File: config.mk
export PLATFORM = sky130hd
export DESIGN_NAME = audio_adc_deser_flat
export DESIGN_NICKNAME = d
export VERILOG_FILES = /design/src/rtl/audio_pkg.sv /design/src/rtl/audio_adc_deser_if.sv /design/src/rtl/bit_sync.sv /design/src/rtl/audio_adc_deser.sv /design/src/flat_wrapper.sv
export SDC_FILE = /design/constraint.sdc
export NUM_CORES = 1
export LEC_CHECK = 0
export BUFFER_PORTS_ARGS = -buffer_cell sky130_fd_sc_hd__buf_2
export CORE_UTILIZATION = 57
export CTS_CLUSTER_DIAMETER = 120
export DETAILED_ROUTE_END_ITERATION = 10
export GPL_TIMING_DRIVEN = 0
export PLACE_DENSITY = 0.78
export SYNTH_ARGS = -nofsm -noshare
export SYNTH_HDL_FRONTEND = slang
export SYNTH_SLANG_ARGS = --single-unit
File: constraint.sdc
create_clock -name clk -period 2 [get_ports clk]
set_input_delay 0.4 -clock clk [delete_from_list [all_inputs] [get_ports clk]]
set_output_delay 0.4 -clock clk [all_outputs]
set_load 0.02 [all_outputs]
File: src/rtl/audio_pkg.sv
// Shared types and constants for the I2S ADC deserialiser.
package audio_pkg;

    localparam int AUDIO_WORD_W = 32;
    localparam int AUDIO_CH_W   = 16;
    localparam int CNT_W        = 5;

    localparam logic LEFT_LRCK = 1'b0;

    typedef enum logic [1:0] {
        IDLE,
        SHIFT,
        WAIT
    } state_t;

endpackage

File: src/rtl/audio_adc_deser_if.sv
// Codec serial inputs and the parallel stereo result of the deserialiser.
interface audio_adc_deser_if;

    logic                             AUD_BCLK;
    logic                             AUD_ADCLRCK;
    logic                             AUD_ADCDAT;
    logic [audio_pkg::AUDIO_WORD_W-1:0] audioIn;
    logic                             sample_valid;
    logic                             frame_err;

    modport master (
        output AUD_BCLK, AUD_ADCLRCK, AUD_ADCDAT,
        input  audioIn, sample_valid, frame_err
    );

    modport slave (
        input  AUD_BCLK, AUD_ADCLRCK, AUD_ADCDAT,
        output audioIn, sample_valid, frame_err
    );

endinterface

File: src/rtl/bit_sync.sv
// Multi-flop synchroniser for one asynchronous input, with optional rise detect
// on the synchronised value.
module bit_sync #(
    parameter int STAGES   = 2,
    parameter bit RISE_DET = 1'b0
) (
    input  logic clk,
    input  logic rst_n,
    input  logic d,
    output logic q,
    output logic rise
);

    logic [STAGES-1:0] sync_q;
    logic [STAGES-1:0] sync_d;

    always_comb sync_d = {sync_q[STAGES-2:0], d};

    // NOTE: flops use <= so every stage samples the pre-edge value of its neighbour.
    always_ff @(posedge clk or negedge rst_n) begin
        if (!rst_n) sync_q <= '0;
        else        sync_q <= sync_d;
    end

    assign q = sync_q[STAGES-1];

    generate
        if (RISE_DET) begin : g_rise
            logic prev_q;
            logic prev_d;

            always_comb prev_d = q;

            always_ff @(posedge clk or negedge rst_n) begin
                if (!rst_n) prev_q <= 1'b0;
                else        prev_q <= prev_d;
            end

            assign rise = q & ~prev_q;
        end else begin : g_no_rise
            assign rise = 1'b0;
        end
    endgenerate

endmodule

File: src/rtl/audio_adc_deser.sv
// I2S ADC receiver: oversamples BCLK/LRCK/DAT in the clk domain and assembles
// MSB-aligned left+right words into one 32-bit stereo sample.
module audio_adc_deser
    import audio_pkg::*;
#(
    parameter int SAMPLE_BITS = 16,
    parameter int SYNC_STAGES = 2
) (
    input  logic             clk,
    input  logic             rst,
    audio_adc_deser_if.slave aud
);

    logic bclk_rise;
    logic bclk_s_unused;
    logic lrck_s;
    logic dat_s;
    logic lrck_rise_unused;
    logic dat_rise_unused;

    bit_sync #(.STAGES(SYNC_STAGES), .RISE_DET(1'b1)) u_sync_bclk (
        .clk(clk), .rst_n(rst), .d(aud.AUD_BCLK), .q(bclk_s_unused), .rise(bclk_rise)
    );
    bit_sync #(.STAGES(SYNC_STAGES), .RISE_DET(1'b0)) u_sync_lrck (
        .clk(clk), .rst_n(rst), .d(aud.AUD_ADCLRCK), .q(lrck_s), .rise(lrck_rise_unused)
    );
    bit_sync #(.STAGES(SYNC_STAGES), .RISE_DET(1'b0)) u_sync_dat (
        .clk(clk), .rst_n(rst), .d(aud.AUD_ADCDAT), .q(dat_s), .rise(dat_rise_unused)
    );

    state_t                  state_q, state_d;
    logic                    ch_q, ch_d;
    logic                    lr_prev_q, lr_prev_d;
    logic [CNT_W-1:0]        bitcnt_q, bitcnt_d;
    logic [AUDIO_CH_W-1:0]   shreg_q, shreg_d;
    logic [AUDIO_CH_W-1:0]   left_hold_q, left_hold_d;
    logic                    left_ok_q, left_ok_d;
    logic [AUDIO_WORD_W-1:0] audio_q, audio_d;
    logic                    valid_q, valid_d;
    logic                    ferr_q, ferr_d;

    logic [AUDIO_CH_W-1:0]   shreg_next;
    logic [AUDIO_CH_W-1:0]   word_aligned;
    logic                    lr_edge;

    assign shreg_next   = {shreg_q[AUDIO_CH_W-2:0], dat_s};
    // shreg starts cleared per channel, so only the low SAMPLE_BITS are populated.
    assign word_aligned = shreg_next << (AUDIO_CH_W - SAMPLE_BITS);
    assign lr_edge      = lrck_s ^ lr_prev_q;

    // NOTE: every signal gets its hold/default value first so no path infers a latch.
    always_comb begin
        state_d     = state_q;
        ch_d        = ch_q;
        lr_prev_d   = lr_prev_q;
        bitcnt_d    = bitcnt_q;
        shreg_d     = shreg_q;
        left_hold_d = left_hold_q;
        left_ok_d   = left_ok_q;
        audio_d     = audio_q;
        valid_d     = 1'b0;
        ferr_d      = 1'b0;

        if (bclk_rise) begin
            lr_prev_d = lrck_s;
            // An edge rise is the I2S delay slot and never carries a data bit.
            if (lr_edge) begin
                if (state_q == SHIFT) begin
                    ferr_d    = 1'b1;
                    left_ok_d = 1'b0;
                end
                ch_d     = lrck_s;
                bitcnt_d = '0;
                shreg_d  = '0;
                state_d  = SHIFT;
            end else if (state_q == SHIFT) begin
                shreg_d  = shreg_next;
                bitcnt_d = bitcnt_q + CNT_W'(1);
                if (bitcnt_q == CNT_W'(SAMPLE_BITS - 1)) begin
                    state_d = WAIT;
                    if (ch_q == LEFT_LRCK) begin
                        left_hold_d = word_aligned;
                        left_ok_d   = 1'b1;
                    end else if (left_ok_q) begin
                        audio_d   = {left_hold_q, word_aligned};
                        valid_d   = 1'b1;
                        left_ok_d = 1'b0;
                    end
                end
            end
        end
    end

    // NOTE: left_hold and shreg are plain registers, so they are reset with the rest.
    always_ff @(posedge clk or negedge rst) begin
        if (!rst) begin
            state_q     <= IDLE;
            ch_q        <= LEFT_LRCK;
            lr_prev_q   <= 1'b0;
            bitcnt_q    <= '0;
            shreg_q     <= '0;
            left_hold_q <= '0;
            left_ok_q   <= 1'b0;
            audio_q     <= '0;
            valid_q     <= 1'b0;
            ferr_q      <= 1'b0;
        end else begin
            state_q     <= state_d;
            ch_q        <= ch_d;
            lr_prev_q   <= lr_prev_d;
            bitcnt_q    <= bitcnt_d;
            shreg_q     <= shreg_d;
            left_hold_q <= left_hold_d;
            left_ok_q   <= left_ok_d;
            audio_q     <= audio_d;
            valid_q     <= valid_d;
            ferr_q      <= ferr_d;
        end
    end

    assign aud.audioIn      = audio_q;
    assign aud.sample_valid = valid_q;
    assign aud.frame_err    = ferr_q;

endmodule

File: src/flat_wrapper.sv
// flat-port wrapper written by rule: the top's interface ports become plain ports
module audio_adc_deser_flat import audio_pkg::*;
#(
    parameter int SAMPLE_BITS = 16,
    parameter int SYNC_STAGES = 2
)
  (clk, rst, aud_AUD_BCLK, aud_AUD_ADCLRCK, aud_AUD_ADCDAT, aud_audioIn, aud_sample_valid, aud_frame_err);
  audio_adc_deser_if aud_i ();
  input  logic clk;
  input  logic rst;
  input wire logic [$bits(aud_i.AUD_BCLK)-1:0] aud_AUD_BCLK;
  input wire logic [$bits(aud_i.AUD_ADCLRCK)-1:0] aud_AUD_ADCLRCK;
  input wire logic [$bits(aud_i.AUD_ADCDAT)-1:0] aud_AUD_ADCDAT;
  output wire logic [$bits(aud_i.audioIn)-1:0] aud_audioIn;
  output wire logic [$bits(aud_i.sample_valid)-1:0] aud_sample_valid;
  output wire logic [$bits(aud_i.frame_err)-1:0] aud_frame_err;
  assign aud_i.AUD_BCLK = aud_AUD_BCLK;
  assign aud_i.AUD_ADCLRCK = aud_AUD_ADCLRCK;
  assign aud_i.AUD_ADCDAT = aud_AUD_ADCDAT;
  assign aud_audioIn = aud_i.audioIn;
  assign aud_sample_valid = aud_i.sample_valid;
  assign aud_frame_err = aud_i.frame_err;
  audio_adc_deser #(.SAMPLE_BITS(SAMPLE_BITS), .SYNC_STAGES(SYNC_STAGES)) u_core (.clk(clk), .rst(rst), .aud(aud_i));
endmodule
==> flow_summary.toml, run 1 <==
[pwr]
p_int_mw = 2.49
p_comb_share_pct = 4.7
power_density_nw_per_um2 = 816
leakagePower_nw = 2.02
netSwitchingPower_mw = 0.700
irDropWorstVdd_mv = 0.582
switching_share_pct = 21.9
seqPwrFrac_pct = 54.6
p_clk_share_pct = 40.7

[clock_tree]
clk_transition_reported_paths_ns = 0.08
cts.sinks = 82
htreeDepth = 3
clk_path_buf_depth = 2
root_buffer = "clkbuf_8"
clkLatencyLatePin_ns = 0.34
cts_tree = "done"
cts_inserted_buffers = 9

[critical_path]
endpoint = "u_core.aud.audioIn[16]$_DFFE_PN0P_"
crit_start = "u_core.bitcnt_q[1]$_DFFE_PN0P_"
rr_worst_depth = 8
regToRegSetupSlack_ns = 0.09
r2r-start = "u_core.bitcnt_q[1]$_DFFE_PN0P_"
cp_max_fo = 10
startpoint_type = "flip-flop"
cp.arrival_ns = 2.14
worstPathRequired_ns = 2.23
r2r-end = "u_core.aud.audioIn[16]$_DFFE_PN0P_"
endpoint_kind = "flip-flop"
crit_type = "flip-flop to flip-flop"

[worst_hold_path]
hp-class = "primary input to async pin"

[layout]
final_cells = 327
fin_area_um2 = 3910
nets = 259
n_antenna_cell = 0
area_delta_synth_final_pct = 19.2
final_layout_size_suffix_gt1_share_pct = 47.8

[sta]
slew_viol_final = 0
period_needed_ns = 1.91
hold_viol_final = 0
period_share_pct = 95.5
fin_worst_skew_ns = 0.00800
setup_ws_ns = 0.0898
holdWs_ns = 0.0251
slew_headroom_pct = 65.2
max_freq_mhz = 523
worst_slew_pin_slew_ns = 0.521
setup_viol_count_final = 0

[flow_run]
cap_violations = 0

[global_route]
grt_pass1_vias = 1859
grt_pass1_wl_um = 9370
gr-total-overflow = 0
antenna_found_initial = 0
grtUsageTotal_pct = 20.9
grt_max_degree = 43

[placement]
io_buffers = 38
dp_slack_ns = -0.100
dpl_cell_area_um2 = 3580
numPlacedInstances = 307
place.gp.congestion = 0.816
place_hpwl_um = 3660

[synth]
synth-seq-cells = 82
synth_seq_area_share_pct = 62.5
yosysWarnings = 0
synth_cell_types = 31
syn-cell-area_um2 = 3280
syn_inst = 196
synth_nets = 204
syn_avg_cell_area_um2 = 16.7

[outcome]
status = "finished clean"

[die]
io_pins = 39
fp.dieW_um = 77.9
dieArea_um2 = 6070
die_y_um = 77.9
std_cell_rows = 27
core_region_area_um2 = 5540
initial_utilization_pct = 59.2

[routing]
wl_um = 5770
vias = 1806
detail_route.wl_per_cell_um = 17.6
dr.pass1.iters = 4
drc = 0
via_per_inst = 5.52
drt_iter0_drc = 133
antenna_left = 0
==> per-layer routing <==
layer	track usage, %	vias to the layer above	share of wire (%)
met1	28.6	938	47
li1	-	821	-
met4	11.3	0	1.3
met2	31.3	39	49
met3	4.35	8	2.6
met5	0	-	0
==> worst min path at each step <==
stage                                              to  cells after the start                                   start
3_5_place_dp   u_core.u_sync_bclk.sync_q[1]$_DFF_PN0_                      0  u_core.u_sync_bclk.sync_q[0]$_DFF_PN0_
2_1_floorplan       u_core.aud.audioIn[0]$_DFFE_PN0P_                      0                                     rst
5_1_grt            u_core.aud.audioIn[27]$_DFFE_PN0P_                      1                                     rst
3_3_place_gp    u_core.u_sync_dat.sync_q[1]$_DFF_PN0_                      0   u_core.u_sync_dat.sync_q[0]$_DFF_PN0_
4_1_cts                 u_core.shreg_q[3]$_DFFE_PN0P_                      1                                     rst
6_report           u_core.aud.audioIn[27]$_DFFE_PN0P_                      1                                     rst
==> synth_stat cells <==
library cell,instances,area [um2]
a31oi_1,1,6.26
a32o_1,1,10.0
dfrtp_1,82,2050
xor2_2,1,16.3
xnor2_1,2,17.5
a21o_1,1,7.51
nor2_1,2,7.51
a21oi_1,1,5.00
o21ai_1,1,5.00
buf_2,2,10.0
and4bb_2,1,12.5
nor2b_1,2,12.5
nand3_1,2,10.0
ha_1,3,37.5
nor3_4,1,16.3
o31ai_1,1,7.51
mux2_4,40,601
nand4bb_4,1,27.5
buf_6,4,45.0
and4_1,1,8.76
a22o_1,18,158
nand2_1,4,15.0
inv_1,3,11.3
and3_1,2,12.5
clkbuf_1,2,7.51
nand4_4,1,21.3
o21ai_0,4,20.0
o22a_1,1,8.76
nand2b_1,1,6.26
nor3_1,1,5.00
mux2_2,9,101
==> sequential cells by signal, summed over array words and instances (netlist names), 2 cells and up <==
register	count
u_core.u_sync_lrck.sync_q	2
u_core.left_hold_q	16
u_core.bitcnt_q	5
u_core.u_sync_bclk.sync_q	2
u_core.state_q	2
u_core.aud.audioIn	32
u_core.shreg_q	15
u_core.u_sync_dat.sync_q	2
==> logic make-up (layout without fill, tap and decap cells) <==
group | Yosys count | in the layout | share of synthesized area (%)
flip-flops | 82 | 82 | 62.5
multiplexers | 49 | 49 | 21.4
AO/OA/AOI/OAI | 29 | 29 | 6.94
AND/OR/NAND/NOR | 19 | 19 | 4.73
buffers and inverters | 11 | 70 | 2.25
adder cells (fa/ha/maj) | 3 | 3 | 1.14
XOR/XNOR | 3 | 3 | 1.03
==> power by group through the flow <==
stage	sequential (mW)	combinational, mW	clock [mW]
2_1_floorplan	1.77	0.0869	0
3_3_place_gp	1.77	0.142	0
3_5_place_dp	1.77	0.151	0
4_1_cts	1.74	0.153	1.33
5_1_grt	1.75	0.172	1.40
6_report	1.74	0.149	1.30
==> cell type report <==
class | count | area, um2
flip-flops and latches | 82 | 2050
fillers | 356 | 1630
multi-input cells | 103 | 1180
repair buffers | 44 | 275
clock buffers | 11 | 141
well taps | 72 | 90.1
plain buffers | 8 | 83.8
clock inverters | 4 | 76.3
inverters | 3 | 11.3
==> cell usage in the layout (no fill, tap or decap), types with 4 or more instances in the layout <==
| master | n |
|---|---|
| o21ai_0 | 4 |
| dfrtp_1 | 82 |
| mux2_4 | 40 |
| nand2_1 | 4 |
| buf_2 | 39 |
| a22o_1 | 18 |
| mux2_2 | 9 |
| clkbuf_8 | 10 |
==> stage by stage <==
| stage | utilization, % | power (mW) | TNS, ns |
|---|---|---|---|
| global placement | 64.3 | 1.91 | -5.88 |
| global route | 70.6 | 3.32 | -0.0391 |
| floorplan | - | 1.85 | 0 |
| finish | 70.6 | 3.19 | 0 |
| detailed placement | 64.7 | 1.92 | -2.56 |
| CTS | 69.7 | 3.23 | 0 |
==> critical path, stage by stage (launching register included) <==
cell	delay [ns]
dfrtp_1	0.38
ha_2	0.20
and3_4	0.20
ha_4	0.16
nand3_2	0.09
nor3_4	0.14
buf_6	0.17
buf_12	0.15
mux2_4	0.30
==> what timing repair did <==
action / CTS / global route
setup endpoints to repair: 30 / 32
gates resized for setup: 7 / 6
setup buffers: 3 / 0
pin swaps: 1 / 2
cloned: 1 / 1
hold buffers: 0 / 0
No activity file was read; power rests on OpenSTA's default activity.
==> run 2: changes to the inputs <==
--- a/config.mk
+++ b/config.mk
@@ -6,11 +6,13 @@
 export NUM_CORES = 1
 export LEC_CHECK = 0
 export BUFFER_PORTS_ARGS = -buffer_cell sky130_fd_sc_hd__buf_2
-export CORE_UTILIZATION = 57
+export CELL_PAD_IN_SITES_DETAIL_PLACEMENT = 1
+export CELL_PAD_IN_SITES_GLOBAL_PLACEMENT = 1
+export CORE_UTILIZATION = 48
 export CTS_CLUSTER_DIAMETER = 120
 export DETAILED_ROUTE_END_ITERATION = 10
 export GPL_TIMING_DRIVEN = 0
-export PLACE_DENSITY = 0.78
+export PLACE_DENSITY_LB_ADDON = 0.1
 export SYNTH_ARGS = -nofsm -noshare
 export SYNTH_HDL_FRONTEND = slang
 export SYNTH_SLANG_ARGS = --single-unit
==> flow_summary.toml, run 2 (same netlist as run 1, synthesis figures left out) <==
[outcome]
status = "finished clean"

[worst_hold_path]
hp-class = "primary input to flip-flop"

[pwr]
seqPwrFrac_pct = 56.5
netSwitchingPower_mw = 0.729
p_comb_share_pct = 6.1
power_density_nw_per_um2 = 785
p_int_mw = 2.35
switching_share_pct = 23.7
leakagePower_nw = 2.04
irDropWorstVdd_mv = 0.411
p_clk_share_pct = 37.4

[routing]
wl_met1_um = 2930
antenna_left = 0
drt_iter0_drc = 86
wl_um = 5990
via_per_inst = 5.38
detail_route.wl_per_cell_um = 17.8
top_layer = "met4"
met2_length_um = 2790
vias = 1814
dr.pass1.iters = 6
met3_wirelength_um = 149
drc = 0

[placement]
place.gp.congestion = 0.757
dp_slack_ns = -0.171
io_buffers = 38
dpl_cell_area_um2 = 3600
place_hpwl_um = 3810

[layout]
mostFrequentLayoutCell = "dfrtp_1"
num-fill-cells = 627
final_cell_mix = "dfrtp_1, mux2_4, buf_2, a22o_1"
n_antenna_cell = 0
fin_area_um2 = 3930
largest_register_ffs = 32
final_layout_size_suffix_gt1_share_pct = 48.5
nets = 263
area_delta_synth_final_pct = 19.6

[clock_tree]
clk_path_buf_depth = 2
root_buffer = "clkbuf_8"
clkLatencyLatePin_ns = 0.35
clk_transition_reported_paths_ns = 0.08
cts_tree = "done"
cts.sinks = 82
htreeDepth = 3
cts_inserted_buffers = 9

[die]
core_region_area_um2 = 6460
die_y_um = 84.7
initial_utilization_pct = 50.8
io_pins = 39
std_cell_rows = 29
fp.dieW_um = 84.7
dieArea_um2 = 7170

[critical_path]
startpoint_type = "flip-flop"
cp.arrival_ns = 2.11
endpoint_kind = "flip-flop"
worstPathRequired_ns = 2.24
crit_type = "flip-flop to flip-flop"
cp_max_fo = 10

[sta]
period_share_pct = 93.7
setup_ws_ns = 0.126
rsz0062_at_grt = "false"
slew_viol_final = 0
max_freq_mhz = 534
worst_slew_pin_slew_ns = 0.524
fin_worst_skew_ns = 0.00794
period_needed_ns = 1.87
hold_viol_final = 0
setup_viol_count_final = 0
slew_headroom_pct = 65.1

[global_route]
grt_pass1_vias = 1909
antenna_found_initial = 0
grtUsageTotal_pct = 18.9
gr-total-overflow = 0
grt_max_degree = 65
grt_pass1_wl_um = 10200

[flow_run]
cap_violations = 0
[run 2: cell types whose count changed in the layout (fill, tap and decap cells not counted), sizes merged]
| cell | change |
|---|---|
| clkinv | +3 |
| clkbuf | -1 |
| buf | +3 |
| bufinv | -1 |
| dlygate4sd3 | +1 |
[run 2: layout make-up]
class                           instances  area, um2  area share [%]
Sequential cell                        82       2050            52.3
Multi-Input combinational cell        103       1180            30.1
Timing Repair Buffer                   48        312            7.93
Clock buffer                           10        128            3.25
Tap cell                               77       96.3            2.45
Buffer                                  8       88.8            2.26
Clock inverter                          6       57.6            1.47
Inverter                                3       11.3           0.287
[run 2: worst max-delay path, cell delays in order, from the launching register on]
cell and delay (ns):
dfrtp_1 0.38, ha_2 0.19, and3_4 0.21, ha_4 0.15, nand3_2 0.08, nor3_4 0.12, buf_6 0.17, buf_12 0.16
mux2_4 0.31
[run 2: repair_timing]
item	in CTS	in global routing
endpoints found under the hold margin	18	0
buffers inserted	4	3
resized for setup	11	1
pin swaps	1	2
hold buffers	1	0
gates cloned	0	1
endpoints found under the setup margin	31	32
[run 2: layer usage]
metal	up-vias	track usage (%)
li1	825	-
met4	0	9.24
met2	34	27.4
met1	944	27.5
met3	11	3.54
met5	-	0
[run 2: per-stage QoR]
| stage | std cells | power [mW] | utilization (%) | hold WS (ns) | TNS, ns |
|---|---|---|---|---|---|
| finish | 337 | 3.08 | 60.8 | 0.158 | 0 |
| global route | 337 | 3.21 | 60.8 | 0.138 | 0 |
| CTS | 333 | 3.10 | 60.0 | 0.140 | 0 |
| detailed placement | 312 | 1.93 | 55.7 | 0.294 | -4.77 |
| global placement | 311 | 1.92 | 55.2 | 0.332 | -12.28 |
| floorplan | 196 | 1.85 | - | 0.104 | 0 |
[run 2: worst paths after layout]
check	start	end	slack (ns)	depth (start not counted)
hold / removal	aud_AUD_ADCDAT	u_core.u_sync_dat.sync_q[0]$_DFF_PN0_	0.16	1
setup reg to reg	u_core.bitcnt_q[0]$_DFFE_PN0P_	u_core.aud.audioIn[1]$_DFFE_PN0P_	0.13	8
setup / recovery	u_core.bitcnt_q[0]$_DFFE_PN0P_	u_core.aud.audioIn[1]$_DFFE_PN0P_	0.13	8
max in group asynchronous	rst	u_core.u_sync_lrck.sync_q[1]$_DFF_PN0_	0.96	3
hold reg to reg	u_core.u_sync_lrck.sync_q[0]$_DFF_PN0_	u_core.u_sync_lrck.sync_q[1]$_DFF_PN0_	0.35	0
min in group asynchronous	rst	u_core.aud.audioIn[27]$_DFFE_PN0P_	0.46	2
[run 2: power groups by stage]
stage	Clock (mW)	Sequential, mW	Combinational (mW)
2_1_floorplan	0	1.77	0.0869
5_1_grt	1.25	1.75	0.211
4_1_cts	1.18	1.74	0.180
3_5_place_dp	0	1.77	0.156
6_report	1.15	1.74	0.187
3_3_place_gp	0	1.77	0.145
==> run 3: changes to the inputs <==
==> constraint.sdc (replaced) <==
create_clock -name clk -period 2.05 [get_ports clk]
set_input_delay 0.41 -clock clk [delete_from_list [all_inputs] [get_ports clk]]
set_output_delay 0.41 -clock clk [all_outputs]
set_load 0.02 [all_outputs]
==> flow_summary.toml, run 3 (same netlist as run 1, synthesis figures left out) <==
[outcome]
status = "finished clean"

[clock_tree]
clk_path_buf_depth = 2
cts_inserted_buffers = 9
clk_transition_reported_paths_ns = 0.08
cts.sinks = 82
root_buffer = "clkbuf_8"
htreeDepth = 3
cts_tree = "done"
clkLatencyLatePin_ns = 0.35

[routing]
detail_route.wl_per_cell_um = 17.8
antenna_left = 0
dr.pass1.iters = 6
vias = 1797
drc = 0
via_per_inst = 5.40
drt_iter0_drc = 94
wl_um = 5920

[critical_path]
cp_max_fo = 10
path_cells = "ha_2 > and3_4 > ha_4 > nand3_2 > nor3_4 > buf_6 > buf_12 > mux2_4"
endpoint_kind = "flip-flop"
startpoint_type = "flip-flop"
max_stage_delay_ns = 0.39
crit_family = "simple AND/OR/NAND/NOR gates"
crit_type = "flip-flop to flip-flop"
worstPathRequired_ns = 2.28
path_buf_inv = 2
crit_start = "u_core.bitcnt_q[1]$_DFFE_PN0P_"
slowest_stage = "dfrtp_1"
r2r-start = "u_core.bitcnt_q[1]$_DFFE_PN0P_"
cp.arrival_ns = 2.22

[sta]
fin_worst_skew_ns = 0.00794
worst_slew_pin_slew_ns = 0.521
period_share_pct = 96.7
fin_setup_tns_ns = 0
slew_viol_final = 0
setup_viol_count_final = 0
holdWs_ns = 0.168
max_freq_mhz = 504
period_needed_ns = 1.98
setup_ws_ns = 0.0671
slew_headroom_pct = 65.3
hold_viol_final = 0

[layout]
num-fill-cells = 633
fin_area_um2 = 3880
final_cells = 333
final_layout_size_suffix_gt1_share_pct = 47.7
final_cell_mix = "dfrtp_1, mux2_4, buf_2, a22o_1"
fin_util_pct = 60.1
nets = 259
mostFrequentLayoutCell = "dfrtp_1"
area_delta_synth_final_pct = 18.2
n_antenna_cell = 0
largest_register_ffs = 32

[placement]
place.gp.congestion = 0.757
dpl_cell_area_um2 = 3600
place_hpwl_um = 3810
numPlacedInstances = 312
dp_slack_ns = -0.121
io_buffers = 38

[die]
die_y_um = 84.7
dieArea_um2 = 7170
fp.dieW_um = 84.7
std_cell_rows = 29
core_region_area_um2 = 6460
io_pins = 39
initial_utilization_pct = 50.8

[worst_hold_path]
hp-class = "primary input to flip-flop"
min_from = "aud_AUD_ADCDAT"

[global_route]
grt_pass1_wl_um = 10100
grt_pass1_vias = 1891
gr-total-overflow = 0
grt_max_degree = 65
antenna_found_initial = 0
grtUsageTotal_pct = 18.8

[pwr]
power_density_nw_per_um2 = 771
finalPower_mw = 2.99
irDropWorstVdd_mv = 0.394
leakagePower_nw = 2.01

[flow_run]
cap_violations = 0
-- run 3: power breakdown --
| part | internal, mW | switching [mW] | leakage (nW) | total [mW] |
|---|---|---|---|---|
| logic | 0.0731 | 0.0949 | 0.801 | 0.168 |
| registers | 1.66 | 0.0440 | 1.11 | 1.70 |
| clock network | 0.555 | 0.567 | 0.0958 | 1.12 |
| total | 2.29 | 0.706 | 2.01 | 2.99 |
-- run 3: per-layer routing --
| layer | GRT usage, % | up-vias | share of wire, % |
|---|---|---|---|
| met5 | 0 | - | 0 |
| met2 | 27.2 | 42 | 46 |
| met4 | 9.24 | 0 | 2.1 |
| met1 | 27.4 | 928 | 49 |
| met3 | 3.54 | 9 | 3.1 |
| li1 | - | 818 | - |
-- run 3: final cells by class --
type                            instances  area [um2]  share of cell area [%]
Sequential cell                        82        2050                    52.9
Multi-Input combinational cell        103        1180                    30.5
Timing Repair Buffer                   44         264                    6.81
Clock buffer                           10         128                    3.29
Tap cell                               77        96.3                    2.48
Buffer                                  8        88.8                    2.29
Clock inverter                          6        57.6                    1.48
Inverter                                3        11.3                   0.290
-- run 3: path summary, 6_finish.rpt --
path,end,slack [ns],cells past startpoint
setup / recovery,u_core.aud.audioIn[1]$_DFFE_PN0P_,0.07,8
hold reg to reg,u_core.u_sync_lrck.sync_q[1]$_DFF_PN0_,0.35,0
setup reg to reg,u_core.aud.audioIn[1]$_DFFE_PN0P_,0.07,8
hold / removal,u_core.u_sync_dat.sync_q[0]$_DFF_PN0_,0.17,1
max in group asynchronous,u_core.u_sync_lrck.sync_q[1]$_DFF_PN0_,0.99,3
min in group asynchronous,u_core.aud.audioIn[27]$_DFFE_PN0P_,0.47,2
-- run 3: what timing repair did --
| item | 4_1_cts | 5_1_grt |
|---|---|---|
| buffers inserted | 2 | 2 |
| resized for setup | 7 | 5 |
| pin swaps | 1 | 0 |
| endpoints found under the setup margin | 30 | 32 |
| hold endpoints to repair | 18 | 0 |
| gates cloned | 0 | 0 |
| hold buffers | 1 | 0 |
